$ cat config.mk
export PLATFORM = sky130hd
export DESIGN_NAME = lifo_fifo_buffer
export DESIGN_NICKNAME = d
export VERILOG_FILES = /design/src/rtl/lifo_fifo_buffer.sv
export SDC_FILE = /design/constraint.sdc
export NUM_CORES = 1
export LEC_CHECK = 0
export BUFFER_PORTS_ARGS = -buffer_cell sky130_fd_sc_hd__buf_2
export CAP_MARGIN = 10
export CORE_ASPECT_RATIO = 1.4
export CORE_UTILIZATION = 35
export CTS_CLUSTER_SIZE = 14
export DETAILED_ROUTE_END_ITERATION = 8
export SLEW_MARGIN = 30
export SYNTH_ARGS = -nofsm -noshare
export SYNTH_HDL_FRONTEND = slang
export SYNTH_SLANG_ARGS = --single-unit
export TNS_END_PERCENT = 20
$ cat constraint.sdc
create_clock -name clk -period 3.4 [get_ports clk]
set_input_delay 0 -clock clk [delete_from_list [all_inputs] [get_ports clk]]
set_output_delay 0 -clock clk [all_outputs]
set_load 0.02 [all_outputs]
$ cat src/rtl/lifo_fifo_buffer.sv
// Run-time selectable LIFO stack / FIFO queue over one storage array.
// Show-ahead read data, occupancy count, programmable almost flags,
// one-cycle overflow/underflow pulses and a synchronous flush.
module lifo_fifo_buffer #(
  parameter int unsigned DATA_SIZE        = 8,
  parameter int unsigned ADDR_SPACE_EXP   = 4,
  parameter int unsigned ALMOST_FULL_LVL  = 2**ADDR_SPACE_EXP - 2,
  parameter int unsigned ALMOST_EMPTY_LVL = 2
) (
  input  logic                      clk,
  input  logic                      reset_n,
  input  logic                      mode,
  input  logic                      clear,
  input  logic                      push,
  input  logic                      pop,
  input  logic [DATA_SIZE-1:0]      push_data_in,
  output logic [DATA_SIZE-1:0]      pop_data_out,
  output logic                      mode_active,
  output logic [ADDR_SPACE_EXP:0]   count,
  output logic                      empty,
  output logic                      full,
  output logic                      almost_full,
  output logic                      almost_empty,
  output logic                      overflow,
  output logic                      underflow
);

  localparam int unsigned AW    = ADDR_SPACE_EXP;
  localparam int unsigned CW    = ADDR_SPACE_EXP + 1;
  localparam int unsigned Depth = 2**ADDR_SPACE_EXP;

  localparam logic [CW-1:0] DepthCnt = CW'(Depth);
  localparam logic [CW-1:0] AfLvl    = CW'(ALMOST_FULL_LVL);
  localparam logic [CW-1:0] AeLvl    = CW'(ALMOST_EMPTY_LVL);
  localparam logic [CW-1:0] CntOne   = CW'(1);
  localparam logic [AW-1:0] PtrOne   = AW'(1);

  logic [DATA_SIZE-1:0] mem [Depth];

  logic [AW-1:0] wr_ptr_q, wr_ptr_d;
  logic [AW-1:0] rd_ptr_q, rd_ptr_d;
  logic [CW-1:0] count_q, count_d;
  logic          mode_q, mode_d;
  logic          overflow_q, overflow_d;
  logic          underflow_q, underflow_d;

  logic          mem_we;
  logic [AW-1:0] wr_addr;
  logic [AW-1:0] top_addr;
  logic [AW-1:0] rd_addr;
  logic          push_acc;
  logic          pop_acc;

  assign top_addr = wr_ptr_q - PtrOne;

  // Flags and show-ahead data decode from registered state only.
  always_comb begin
    empty        = (count_q == '0);
    full         = (count_q == DepthCnt);
    almost_full  = (count_q >= AfLvl);
    almost_empty = (count_q <= AeLvl);
    count        = count_q;
    mode_active  = mode_q;
    overflow     = overflow_q;
    underflow    = underflow_q;
    rd_addr      = mode_q ? top_addr : rd_ptr_q;
    pop_data_out = empty ? '0 : mem[rd_addr];
  end

  // Next-state: mode latch, clear, and per-mode push/pop resolution.
  always_comb begin
    wr_ptr_d    = wr_ptr_q;
    rd_ptr_d    = rd_ptr_q;
    count_d     = count_q;
    mode_d      = mode_q;
    overflow_d  = 1'b0;
    underflow_d = 1'b0;
    mem_we      = 1'b0;
    wr_addr     = wr_ptr_q;
    push_acc    = 1'b0;
    pop_acc     = 1'b0;

    if (empty || clear) begin
      mode_d = mode;
    end

    if (clear) begin
      wr_ptr_d = '0;
      rd_ptr_d = '0;
      count_d  = '0;
    end else if (!mode_q) begin
      // FIFO. While empty, re-align rd_ptr to wr_ptr so a queue entered
      // from LIFO mode starts reading where it will start writing.
      push_acc = push && !full;
      pop_acc  = pop && !empty;
      if (empty) begin
        rd_ptr_d = wr_ptr_q;
      end
      if (push_acc) begin
        mem_we   = 1'b1;
        wr_addr  = wr_ptr_q;
        wr_ptr_d = wr_ptr_q + PtrOne;
      end
      if (pop_acc) begin
        rd_ptr_d = rd_ptr_q + PtrOne;
      end
      overflow_d  = push && !push_acc;
      underflow_d = pop && !pop_acc;
      if (push_acc && !pop_acc) begin
        count_d = count_q + CntOne;
      end else if (pop_acc && !push_acc) begin
        count_d = count_q - CntOne;
      end
    end else begin
      // LIFO. An empty stack rebases to address 0 so that switching back
      // to FIFO (rd_ptr = 0) sees consistent pointers.
      rd_ptr_d = '0;
      if (push && pop && !empty) begin
        mem_we  = 1'b1;
        wr_addr = top_addr;
      end else if (push) begin
        if (full) begin
          overflow_d = 1'b1;
        end else begin
          mem_we   = 1'b1;
          wr_addr  = empty ? '0 : wr_ptr_q;
          wr_ptr_d = (empty ? '0 : wr_ptr_q) + PtrOne;
          count_d  = count_q + CntOne;
        end
        underflow_d = pop;
      end else if (pop) begin
        if (empty) begin
          underflow_d = 1'b1;
        end else begin
          wr_ptr_d = top_addr;
          count_d  = count_q - CntOne;
        end
      end else if (empty) begin
        wr_ptr_d = '0;
      end
    end
  end

  // Control state with asynchronous active-low reset.
  always_ff @(posedge clk or negedge reset_n) begin
    if (!reset_n) begin
      wr_ptr_q    <= '0;
      rd_ptr_q    <= '0;
      count_q     <= '0;
      mode_q      <= 1'b0;
      overflow_q  <= 1'b0;
      underflow_q <= 1'b0;
    end else begin
      wr_ptr_q    <= wr_ptr_d;
      rd_ptr_q    <= rd_ptr_d;
      count_q     <= count_d;
      mode_q      <= mode_d;
      overflow_q  <= overflow_d;
      underflow_q <= underflow_d;
    end
  end

  // Storage array; contents are intentionally not reset.
  always_ff @(posedge clk) begin
    if (mem_we) begin
      mem[wr_addr] <= push_data_in;
    end
  end

endmodule

==> impl_summary.log, run 1 <==
INFO  metric outcome = finished, final reports clean
INFO  metric floorplan.initialDensity = 0.360
INFO  metric regToRegStartpoint = count[0]
INFO  metric holdCritPathClass = in2reg
INFO  metric power.sequential.fraction = 0.311
INFO  metric finalHoldViolations = 0
INFO  metric drt-wirelength-per-cell = 19.1 µm
INFO  metric highest_fanout_seen_on_the_critical_path = 10
INFO  metric grt_antenna_before_repair = 0
INFO  metric worstSetupEndpoint = pop_data_out[6]
INFO  metric synthesis.instances = 537
INFO  metric cts_root_buf = sky130_fd_sc_hd__clkbuf_16
INFO  metric synth.largest_area_cell = sky130_fd_sc_hd__edfxtp_1
INFO  metric drcViolationCount = 0
INFO  metric dpl_cell_area = 0.00700 mm²
INFO  metric synth_sequential_area_ratio = 0.650
INFO  metric grt.total_usage = 0.173
INFO  metric cts_inserted_buffers = 17
INFO  metric clk_pin_slew_worst_paths = 0.06 ns
INFO  metric minimum_setup_slack_among_reg_to_reg_paths = 0.28 ns
INFO  metric postSynth.asyncResetShare = 0.111
INFO  metric setup_viol = 0
INFO  metric worst-r2r-cell-count = 7
INFO  metric rsz0062_at_grt = no
INFO  metric cts.htree.levels = 4
INFO  metric postRouteAntennaNets = 0
INFO  metric cts_tree = yes
INFO  metric multi_input_comb_area = 0.00212 mm²
INFO  metric tns = 0 ns
INFO  metric utilization = 0.421
INFO  metric tightest_slew = 0.836 ns
INFO  metric rows = 58
INFO  metric ioPinCount = 34
INFO  metric post_synth_main_area_contributors = sky130_fd_sc_hd__edfxtp_1, sky130_fd_sc_hd__dfrtp_1, sky130_fd_sc_hd__nand2_1, sky130_fd_sc_hd__mux2i_1, sky130_fd_sc_hd__nand3_1
INFO  metric post-dp-hpwl = 10.7 mm
INFO  metric layout_min_cycle_time = 3.26 ns
INFO  metric synth_top_area_share = 0.589
INFO  metric synth_seq_cells = 144
INFO  metric finalWeightedCongestion = 0.845
INFO  metric grt_pass1_wl = 24.8 mm
INFO  metric synth_area_per_cell = 12.2 µm²
INFO  metric grt_pass1_vias = 4394
INFO  metric main_synth_ff_type = sky130_fd_sc_hd__edfxtp_1
INFO  metric irDropWorstVdd = 0.000437 V
INFO  metric area_delta_synth_final = 16.9%
INFO  metric synth_cell_types = 53
INFO  metric post-layout-total-power = 7300 µW
INFO  metric postSynthNetCount = 559
INFO  metric largest_net_degree_at_the_start_of_global_routing = 30
INFO  metric wirelength = 15.8 mm
INFO  metric setup_bufs_post_cts = 0
INFO  metric internal_power = 4230 µW
INFO  metric cap_violations = 0
INFO  metric clock_insertion_delay_worst_skew = 0.42 ns
INFO  metric power.static_leakage = 0.00270 µW
INFO  metric timing.rr.end = mem[2][1]
INFO  metric endpoint_kind = output pin
INFO  metric coreArea = 0.0181 mm²
INFO  metric die_width = 117 µm
INFO  metric clock_skew = 0.0108 ns
INFO  metric pwr-share-comb = 0.443
INFO  metric globalRouteOverflowTotal = 0
INFO  metric clock_sinks = 144
INFO  metric finished_layout_cell_area = 0.00763 mm²
INFO  metric numPortBuffers = 33
INFO  metric maxClockFrequency = 307 MHz
INFO  metric layout_worst_path_cycle_share = 0.958
INFO  metric drt_first_pass_iters = 6
INFO  metric criticalPathCategory = reg2out
INFO  metric share_clk_of_total_power = 0.246
INFO  metric synth_edf_count = 128
INFO  metric detail_route.iter0.violations = 417
INFO  metric dieArea = 0.0192 mm²
INFO  metric max-slew-margin-rel = 0.437
INFO  metric p_switching = 3070 µW
INFO  metric slew_violations = 0
INFO  metric cts-root-to-sink-buffers = 2
INFO  metric finalNetCount = 596
INFO  metric power_density = 956 mW/mm²
INFO  metric timing.critical_path.arrival = 3.26 ns
INFO  metric layout-drive-gt1-share = 0.169
INFO  metric post_synth_instance_area = 0.00653 mm²
INFO  metric die_height = 164 µm
INFO  metric antenna_cells_inserted = 0
INFO  metric dr_total_vias = 4398
INFO  metric yosys_warnings = 0
INFO  metric critPathLaunchType = register
INFO  metric vias_per_cell = 5.32
INFO  metric p_sw_frac = 0.420
INFO  metric register_area = 0.00424 mm²
INFO  metric crit_start = wr_ptr_q[1]
INFO  metric cp_data_required_time = 3.40 ns
INFO  metric fillCellCount = 1700
==> worst min path at each step <==
| stage | cells after the start | slack, ns | endpoint | from |
|---|---|---|---|---|
| after floorplan | 0 | -0.30 | count[0] | reset_n |
| after global placement | 1 | -0.05 | overflow | reset_n |
| after detailed placement | 1 | -0.04 | wr_ptr_q[3] | reset_n |
| after CTS | 1 | 0.0004 | mem[13][2] | push_data_in[2] |
| after global routing | 1 | 0.007 | mem[12][2] | push_data_in[2] |
| final | 1 | 0.003 | mem[4][0] | push_data_in[0] |
==> per-stage QoR <==
stage	std cells	setup WS [ns]	hold WS [ns]
2_1_floorplan	537	0.395	-0.296
3_3_place_gp	790	0.440	-0.0474
3_5_place_dp	790	0.303	-0.0402
4_1_cts	827	0.106	0.000401
5_1_grt	827	0.00876	0.00652
6_report	827	0.144	0.00310
==> flip-flops by register name (all words and copies together), names as in the netlist <==
signal       count
mem            128
count            5
rd_ptr_q         4
wr_ptr_q         4
mode_active      1
overflow         1
underflow        1
==> cells in the final DEF, fill, tap and decap left out, drive strengths merged, types with 16 or more instances in the layout <==
cell,instances
a21oi,20
clkbuf,17
buf,49
nor2,39
mux2i,21
dfrtp,16
nand3,39
edfxtp,128
nand2,99
inv,19
==> what timing repair did <==
action                     CTS  global route
hold buffers                 5             0
resized for setup            0             1
setup endpoints to repair    0             2
hold endpoints to repair    55             0
==> worst max-delay path: stages, from the launching register on <==
cell and delay (ns):
sky130_fd_sc_hd__dfrtp_1 0.58, sky130_fd_sc_hd__inv_1 0.14, sky130_fd_sc_hd__ha_1 0.42, sky130_fd_sc_hd__nand2b_1 0.26, sky130_fd_sc_hd__o21ai_0 0.35, sky130_fd_sc_hd__mux4_2 0.46, sky130_fd_sc_hd__mux2_2 0.28, sky130_fd_sc_hd__nand2_1 0.06
sky130_fd_sc_hd__a21oi_1 0.11, sky130_fd_sc_hd__buf_2 0.18
==> layer usage <==
layer / vias to the layer above / track usage / share of wire / wire (µm)
met5: - / 0 / 0 / 0
met4: 0 / 0.0826 / 0.030 / 470
met3: 25 / 0.0342 / 0.039 / 624
met2: 126 / 0.307 / 0.51 / 8140
met1: 2173 / 0.200 / 0.42 / 6580
li1: 2074 / - / - / -
==> synth_stat cells, types with 3 or more instances <==
cell type                   count
sky130_fd_sc_hd__ha_1           8
sky130_fd_sc_hd__dfrtp_1       16
sky130_fd_sc_hd__nor3_1         6
sky130_fd_sc_hd__edfxtp_1     128
sky130_fd_sc_hd__nand4_1       15
sky130_fd_sc_hd__a21o_1         3
sky130_fd_sc_hd__nand2_1       99
sky130_fd_sc_hd__nand2b_1       9
sky130_fd_sc_hd__nand3_1       39
sky130_fd_sc_hd__a211oi_1       3
sky130_fd_sc_hd__a2111oi_0      5
sky130_fd_sc_hd__buf_1          3
sky130_fd_sc_hd__a21oi_1       20
sky130_fd_sc_hd__a31oi_1        4
sky130_fd_sc_hd__nor2_1        37
sky130_fd_sc_hd__buf_2          6
sky130_fd_sc_hd__o31ai_1        3
sky130_fd_sc_hd__inv_1         10
sky130_fd_sc_hd__o21ai_0        9
sky130_fd_sc_hd__a22oi_1        3
sky130_fd_sc_hd__o32ai_1        4
sky130_fd_sc_hd__xnor2_1        4
sky130_fd_sc_hd__mux2i_1       21
sky130_fd_sc_hd__xor2_1         8
sky130_fd_sc_hd__a32oi_1       15
sky130_fd_sc_hd__clkbuf_1      24
==> layout make-up <==
class	count	area share
well taps	240	0.0393
multi-input cells	344	0.277
inverters	13	0.00656
repair buffers	54	0.0456
clock buffers	17	0.0557
clock inverters	15	0.0193
flip-flops and latches	144	0.556
==> cells by family (layout without fill, tap and decap cells) <==
group | after synthesis | after routing | synth area share
buffers and inverters | 49 | 99 | 0.0324
and+or+nand+nor | 217 | 217 | 0.151
adders and majority gates | 8 | 8 | 0.0153
DFF | 144 | 144 | 0.650
muxes | 24 | 24 | 0.0408
xor gates and xnor gates | 12 | 12 | 0.0161
AOI/OAI and AO/OA | 83 | 83 | 0.0947
==> power groups by stage <==
| stage | clock network, µW | logic [µW] | registers [µW] |
|---|---|---|---|
| after floorplan | 0 | 2210 | 2230 |
| after global placement | 0 | 3140 | 2290 |
| after detailed placement | 0 | 3210 | 2300 |
| after CTS | 1820 | 3230 | 2260 |
| after global routing | 1900 | 3510 | 2290 |
| final | 1790 | 3240 | 2270 |
(Power assumes the default switching activity.)
==> run 2: changes to the inputs <==
--- a/config.mk
+++ b/config.mk
@@ -7,10 +7,13 @@
 export LEC_CHECK = 0
 export BUFFER_PORTS_ARGS = -buffer_cell sky130_fd_sc_hd__buf_2
 export CAP_MARGIN = 10
+export CELL_PAD_IN_SITES_DETAIL_PLACEMENT = 0
+export CELL_PAD_IN_SITES_GLOBAL_PLACEMENT = 1
 export CORE_ASPECT_RATIO = 1.4
 export CORE_UTILIZATION = 35
 export CTS_CLUSTER_SIZE = 14
 export DETAILED_ROUTE_END_ITERATION = 8
+export PLACE_DENSITY_LB_ADDON = 0.1
 export SLEW_MARGIN = 30
 export SYNTH_ARGS = -nofsm -noshare
 export SYNTH_HDL_FRONTEND = slang
==> impl_summary.log, run 2 (synthesis results as in run 1) <==
INFO  metric outcome = finished, final reports clean
INFO  metric holdCritPathClass = in2reg
INFO  metric die_width = 117 µm (unchanged)
INFO  metric slew_violations = 0 (unchanged)
INFO  metric detail_route.iter0.violations = 275 (-34%)
INFO  metric finalWeightedCongestion = 0.847 (+0.22%)
INFO  metric setup_bufs_post_cts = 0 (unchanged)
INFO  metric cts_inserted_buffers = 17 (unchanged)
INFO  metric cts-root-to-sink-buffers = 2 (unchanged)
INFO  metric clock_insertion_delay_worst_skew = 0.42 ns (about the same)
INFO  metric registers.top_by_ff_count = mem
INFO  metric irDropWorstVdd = 0.000405 V (-7.2%)
INFO  metric placedCellCount = 812 (+2.8%)
INFO  metric critPathLaunchType = register
INFO  metric mostFrequentLayoutCell = sky130_fd_sc_hd__edfxtp_1
INFO  metric ioPinCount = 34 (unchanged)
INFO  metric drt_first_pass_iters = 6 (unchanged)
INFO  metric grt_antenna_before_repair = 0 (unchanged)
INFO  metric cap_violations = 0 (unchanged)
INFO  metric post-dp-hpwl = 11.8 mm (+10%)
INFO  metric numPortBuffers = 33 (unchanged)
INFO  metric finalHoldViolations = 0 (unchanged)
INFO  metric power_density = 955 mW/mm² (about the same)
INFO  metric area_delta_synth_final = 20.3%
INFO  metric postRouteAntennaNets = 0 (unchanged)
INFO  metric clock_skew = 0.00973 ns (-0.00103 ns)
INFO  metric maxClockFrequency = 317 MHz (+3.2%)
INFO  metric globalRouteOverflowTotal = 0 (unchanged)
INFO  metric dp_slack = 0.486 ns (+0.183 ns)
INFO  metric endpoint_kind = output pin
INFO  metric largest_net_degree_at_the_start_of_global_routing = 30 (unchanged)
INFO  metric cts_tree = yes
INFO  metric coreArea = 0.0181 mm² (unchanged)
INFO  metric grt.total_usage = 0.190 (+0.0167)
INFO  metric clock_sinks = 144 (unchanged)
INFO  metric die_height = 164 µm (unchanged)
INFO  metric finalNetCount = 624 (+4.7%)
INFO  metric dieArea = 0.0192 mm² (unchanged)
INFO  metric max-slew-margin-rel = 0.400 (-0.0367)
INFO  metric cp_data_required_time = 3.40 ns (about the same)
INFO  metric cts.htree.levels = 4 (unchanged)
INFO  metric highest_fanout_seen_on_the_critical_path = 20 (+10)
INFO  metric post_cts_hold_buffer_count = 11 (+6)
INFO  metric rsz0062_at_grt = no
INFO  metric drt-wirelength-per-cell = 20.1 µm (+5.1%)
INFO  metric antenna_cells_inserted = 0 (unchanged)
INFO  metric drcViolationCount = 0 (unchanged)
INFO  metric setup_viol = 0 (unchanged)
INFO  metric layout-drive-gt1-share = 0.197 (+0.0281)
INFO  metric cts_root_buf = sky130_fd_sc_hd__clkbuf_16
INFO  metric grt_pass1_vias = 4570 (+4.0%)
INFO  metric utilization = 0.433 (+0.0121)
INFO  metric dr_total_vias = 4474 (+1.7%)
INFO  metric most-common-layout-cells = sky130_fd_sc_hd__edfxtp_1, sky130_fd_sc_hd__nand2_1, sky130_fd_sc_hd__nand3_1
INFO  metric layout_worst_path_cycle_share = 0.928 (-0.0296)
INFO  metric timing.critical_path.arrival = 3.16 ns (-0.10 ns)
INFO  metric wirelength = 17.2 mm (+8.7%)
INFO  metric tightest_slew = 0.900 ns (+0.0639 ns)
INFO  metric max_ffs_per_register = 128 (unchanged)
INFO  metric floorplan.initialDensity = 0.360 (unchanged)
INFO  metric post_cts_resized = 0 (unchanged)
INFO  metric timing.final.ws_setup = 0.245 ns (+0.101 ns)
INFO  metric layout_min_cycle_time = 3.16 ns (-0.101 ns)
INFO  metric final_cells = 855 (+3.4%)
INFO  metric tns = 0 ns (unchanged)
INFO  metric grt_pass1_wl = 26.7 mm (+7.8%)
INFO  metric criticalPathCategory = reg2out
INFO  metric clk_pin_slew_worst_paths = 0.07 ns (about the same)
INFO  metric vias_per_cell = 5.23 (-1.6%)
INFO  metric power.static_leakage = 0.00284 µW (+5.2%)
INFO  metric rows = 58 (unchanged)
[run 2: changes by cell type in the layout (fill, tap and decap cells not counted)]
cell                            before  now
sky130_fd_sc_hd__buf_4              15   38
sky130_fd_sc_hd__dlygate4sd3_1       5   11
sky130_fd_sc_hd__buf_12              1    0
sky130_fd_sc_hd__bufinv_16           1    2
sky130_fd_sc_hd__clkinv_1            3    2
sky130_fd_sc_hd__clkinvlp_4          1    2
sky130_fd_sc_hd__inv_6               7    6
sky130_fd_sc_hd__o32ai_2             1    2
sky130_fd_sc_hd__o32ai_4             1    0
sky130_fd_sc_hd__xor2_1              7    8
sky130_fd_sc_hd__xor2_2              1    0
[run 2: path summary, 6_finish.rpt]
kind	start	endpoint	slack [ns]	cells after the start
min in group asynchronous	reset_n	wr_ptr_q[2]	0.03	2
max	mode_active	pop_data_out[7]	0.24	9
min	push_data_in[3]	mem[14][3]	0.02	1
min reg2reg	count[4]	count[4]	0.63	2
max in group asynchronous	reset_n	rd_ptr_q[2]	3.07	2
max reg2reg	count[0]	mem[3][6]	0.51	7
[run 2: report_power, final]
part	switching (µW)	internal (µW)
clock	793	1100
sequential	115	2090
combinational	2240	1170
[run 2: metrics by stage]
stage | hold slack, ns | total power (µW) | area [µm²]
6_report | 0.0186 | 7500 | 7850
3_5_place_dp | -0.0368 | 5680 | 7140
3_3_place_gp | -0.0427 | 5660 | 7140
4_1_cts | 0.00115 | 7590 | 7850
2_1_floorplan | -0.296 | 4440 | 6530
5_1_grt | 0.00863 | 7960 | 7850
[run 2: layer usage]
metal,GRT usage,part of all wire
met3,0.0342,0.024
met5,0,0
met1,0.215,0.41
met2,0.347,0.54
met4,0.0844,0.024
[run 2: area by class of cell]
cell class | instances | area (µm²)
well taps | 240 | 300
flip-flops and latches | 144 | 4240
inverters | 13 | 50.0
clock inverters | 15 | 173
repair buffers | 82 | 561
multi-input cells | 344 | 2100
fillers | 1766 | 10300
clock buffers | 17 | 425
[run 2: worst max-delay path, stage by stage (launching register included)]
cell and delay [ns]:
sky130_fd_sc_hd__dfrtp_1 0.52, sky130_fd_sc_hd__buf_4 0.24, sky130_fd_sc_hd__nand2b_1 0.12, sky130_fd_sc_hd__and2_2 0.53, sky130_fd_sc_hd__buf_4 0.34, sky130_fd_sc_hd__nand2_1 0.09, sky130_fd_sc_hd__a32oi_1 0.21, sky130_fd_sc_hd__nand4_1 0.15
sky130_fd_sc_hd__a21oi_1 0.29, sky130_fd_sc_hd__buf_2 0.22
==> run 3: changes to the inputs <==
--- a/config.mk
+++ b/config.mk
@@ -10,7 +10,7 @@
 export CELL_PAD_IN_SITES_DETAIL_PLACEMENT = 0
 export CELL_PAD_IN_SITES_GLOBAL_PLACEMENT = 1
 export CORE_ASPECT_RATIO = 1.4
-export CORE_UTILIZATION = 35
+export CORE_UTILIZATION = 50
 export CTS_CLUSTER_SIZE = 14
 export DETAILED_ROUTE_END_ITERATION = 8
 export PLACE_DENSITY_LB_ADDON = 0.1
==> impl_summary.log, run 3 (synthesis results as in run 1) <==
INFO  metric outcome = finished, final reports clean
INFO  metric tns = 0 ns (unchanged)
INFO  metric die_width = 98.6 µm (-16%)
INFO  metric critPathSlowestCell = sky130_fd_sc_hd__nor2_1
INFO  metric floorplan.initialDensity = 0.510 (+0.150)
INFO  metric rows = 49 (-16%)
INFO  metric vias_per_cell = 5.99 (+14%)
INFO  metric drt_first_pass_iters = 5 (-1)
INFO  metric detail_route.iter0.violations = 228 (-17%)
INFO  metric grt.total_usage = 0.245 (+0.0554)
INFO  metric maxClockFrequency = 322 MHz (+1.7%)
INFO  metric finalWeightedCongestion = 0.829 (-2.1%)
INFO  metric irDropWorstVdd = 0.000532 V (+31%)
INFO  metric grt_pass1_wl = 23.9 mm (-10%)
INFO  metric holdCritPathClass = in2reg
INFO  metric max-slew-margin-rel = 0.426 (+0.0265)
INFO  metric timing.critical_path.arrival = 3.14 ns (-0.02 ns)
INFO  metric mostFrequentLayoutCell = sky130_fd_sc_hd__edfxtp_1
INFO  metric criticalPathCategory = reg2reg
INFO  metric final_cells = 750 (-12%)
INFO  metric layout-drive-gt1-share = 0.181 (-0.0158)
INFO  metric dp_slack = 0.303 ns (-0.183 ns)
INFO  metric post_cts_resized = 0 (unchanged)
INFO  metric layout_worst_path_cycle_share = 0.913 (-0.0152)
INFO  metric dr_total_vias = 4493 (+0.42%)
INFO  metric worst-r2r-cell-count = 7 (unchanged)
INFO  metric critPathLaunchType = register
INFO  metric post-dp-hpwl = 11.0 mm (-7.2%)
INFO  metric setup_bufs_post_cts = 0 (unchanged)
INFO  metric most-common-layout-cells = sky130_fd_sc_hd__edfxtp_1, sky130_fd_sc_hd__nand2_1, sky130_fd_sc_hd__nand3_1
INFO  metric finalHoldViolations = 0 (unchanged)
INFO  metric max_ffs_per_register = 128 (unchanged)
INFO  metric worstPathCellList = inv_1, ha_1, or4b_4, o32ai_1, a22oi_1, or2_1, nor2_1
INFO  metric tightest_slew = 0.857 ns (-0.0428 ns)
INFO  metric grt_antenna_before_repair = 0 (unchanged)
INFO  metric dieArea = 0.0135 mm² (-30%)
INFO  metric wirelength = 15.7 mm (-8.4%)
INFO  metric cts-root-to-sink-buffers = 2 (unchanged)
INFO  metric grt_pass1_vias = 4393 (-3.9%)
INFO  metric min_path_cells = 1 (unchanged)
INFO  metric cts_tree = yes
INFO  metric largest_net_degree_at_the_start_of_global_routing = 34 (+13%)
INFO  metric drcViolationCount = 0 (unchanged)
INFO  metric placedCellCount = 714 (-12%)
INFO  metric layout_min_cycle_time = 3.10 ns (-0.0516 ns)
INFO  metric slew_violations = 0 (unchanged)
INFO  metric endpoint_kind = register
INFO  metric cts.htree.levels = 4 (unchanged)
INFO  metric coreArea = 0.0128 mm² (-29%)
INFO  metric globalRouteOverflowTotal = 0 (unchanged)
INFO  metric power_density = 959 mW/mm² (+0.37%)
INFO  metric registers.top_by_ff_count = mem
INFO  metric clock_sinks = 144 (unchanged)
INFO  metric cap_violations = 0 (unchanged)
INFO  metric clk_pin_slew_worst_paths = 0.06 ns (about the same)
INFO  metric holdWs = 0.0129 ns (-0.00573 ns)
INFO  metric numPortBuffers = 33 (unchanged)
INFO  metric highest_fanout_seen_on_the_critical_path = 15 (-25%)
INFO  metric ioPinCount = 34 (unchanged)
INFO  metric clock_insertion_delay_worst_skew = 0.41 ns (about the same)
INFO  metric clock_skew = 0.0101 ns (+0.000400 ns)
INFO  metric die_height = 137 µm (-16%)
INFO  metric drt-wirelength-per-cell = 21.0 µm (+4.4%)
INFO  metric antenna_cells_inserted = 0 (unchanged)
INFO  metric rsz0062_at_grt = no
INFO  metric area_delta_synth_final = 15.8%
INFO  metric timing.final.ws_setup = 0.296 ns (+0.0516 ns)
INFO  metric power.static_leakage = 0.00274 µW (-3.7%)
INFO  metric setup_viol = 0 (unchanged)
INFO  metric postRouteAntennaNets = 0 (unchanged)
INFO  metric cts_inserted_buffers = 17 (unchanged)
INFO  metric cp_data_required_time = 3.44 ns (+0.04 ns)
INFO  metric finalNetCount = 607 (-2.7%)
INFO  metric cts_root_buf = sky130_fd_sc_hd__clkbuf_16
INFO  metric critPathMaxStageDelay = 0.59 ns (+0.06 ns)
run 3: metrics by stage:
stage,cell area (µm²),utilization,power (µW)
6_report,7560,0.590,7250
5_1_grt,7560,0.590,7630
4_1_cts,7560,0.590,7280
3_5_place_dp,6980,0.545,5610
3_3_place_gp,6950,0.543,5540
2_1_floorplan,6530,-,4440
run 3: area by class of cell:
type	count	area, µm²
Clock buffer	20	437
Clock inverter	11	93.8
Inverter	13	50.0
Sequential cell	144	4240
Fill cell	1045	5250
Tap cell	153	191
Timing Repair Buffer	65	418
Multi-Input combinational cell	344	2130
run 3: final timing paths:
kind | startpoint | end | slack (ns)
worst max-delay path | count[0] | mem[9][2] | 0.30
worst min-delay path | push_data_in[7] | mem[5][7] | 0.01
worst max register to register | count[0] | mem[9][2] | 0.30
worst min register to register | count[4] | count[4] | 0.62
max in group asynchronous | reset_n | mode_active | 3.07
min in group asynchronous | reset_n | wr_ptr_q[3] | 0.04
run 3: critical path: cells and delay by family, from the launching register on:
family	cells	cell delay [ns]
adders and majority gates	1	0.17
DFF	1	0.45
buffers and inverters	1	0.14
and+or+nand+nor	3	1.47
AOI/OAI and AO/OA	2	0.50
run 3: metal layers:
| layer | vias to the layer above | global-route usage | share of wire | wire [µm] |
|---|---|---|---|---|
| met1 | 2232 | 0.276 | 0.39 | 6200 |
| li1 | 2093 | - | - | - |
| met4 | 0 | 0.133 | 0.036 | 568 |
| met5 | - | 0 | 0 | 0 |
| met2 | 129 | 0.435 | 0.53 | 8290 |
| met3 | 39 | 0.0553 | 0.044 | 694 |
run 3: timing repair:
item,4_1_cts,5_1_grt
setup endpoints to repair,0,0
hold endpoints to repair,37,0
hold buffers,5,0
run 3: power by group:
part	leakage [µW]	total (µW)	internal [µW]	switching, µW
Clock	0.000263	1670	995	673
Sequential	0.00137	2220	2090	132
Combinational	0.00111	3360	1180	2180
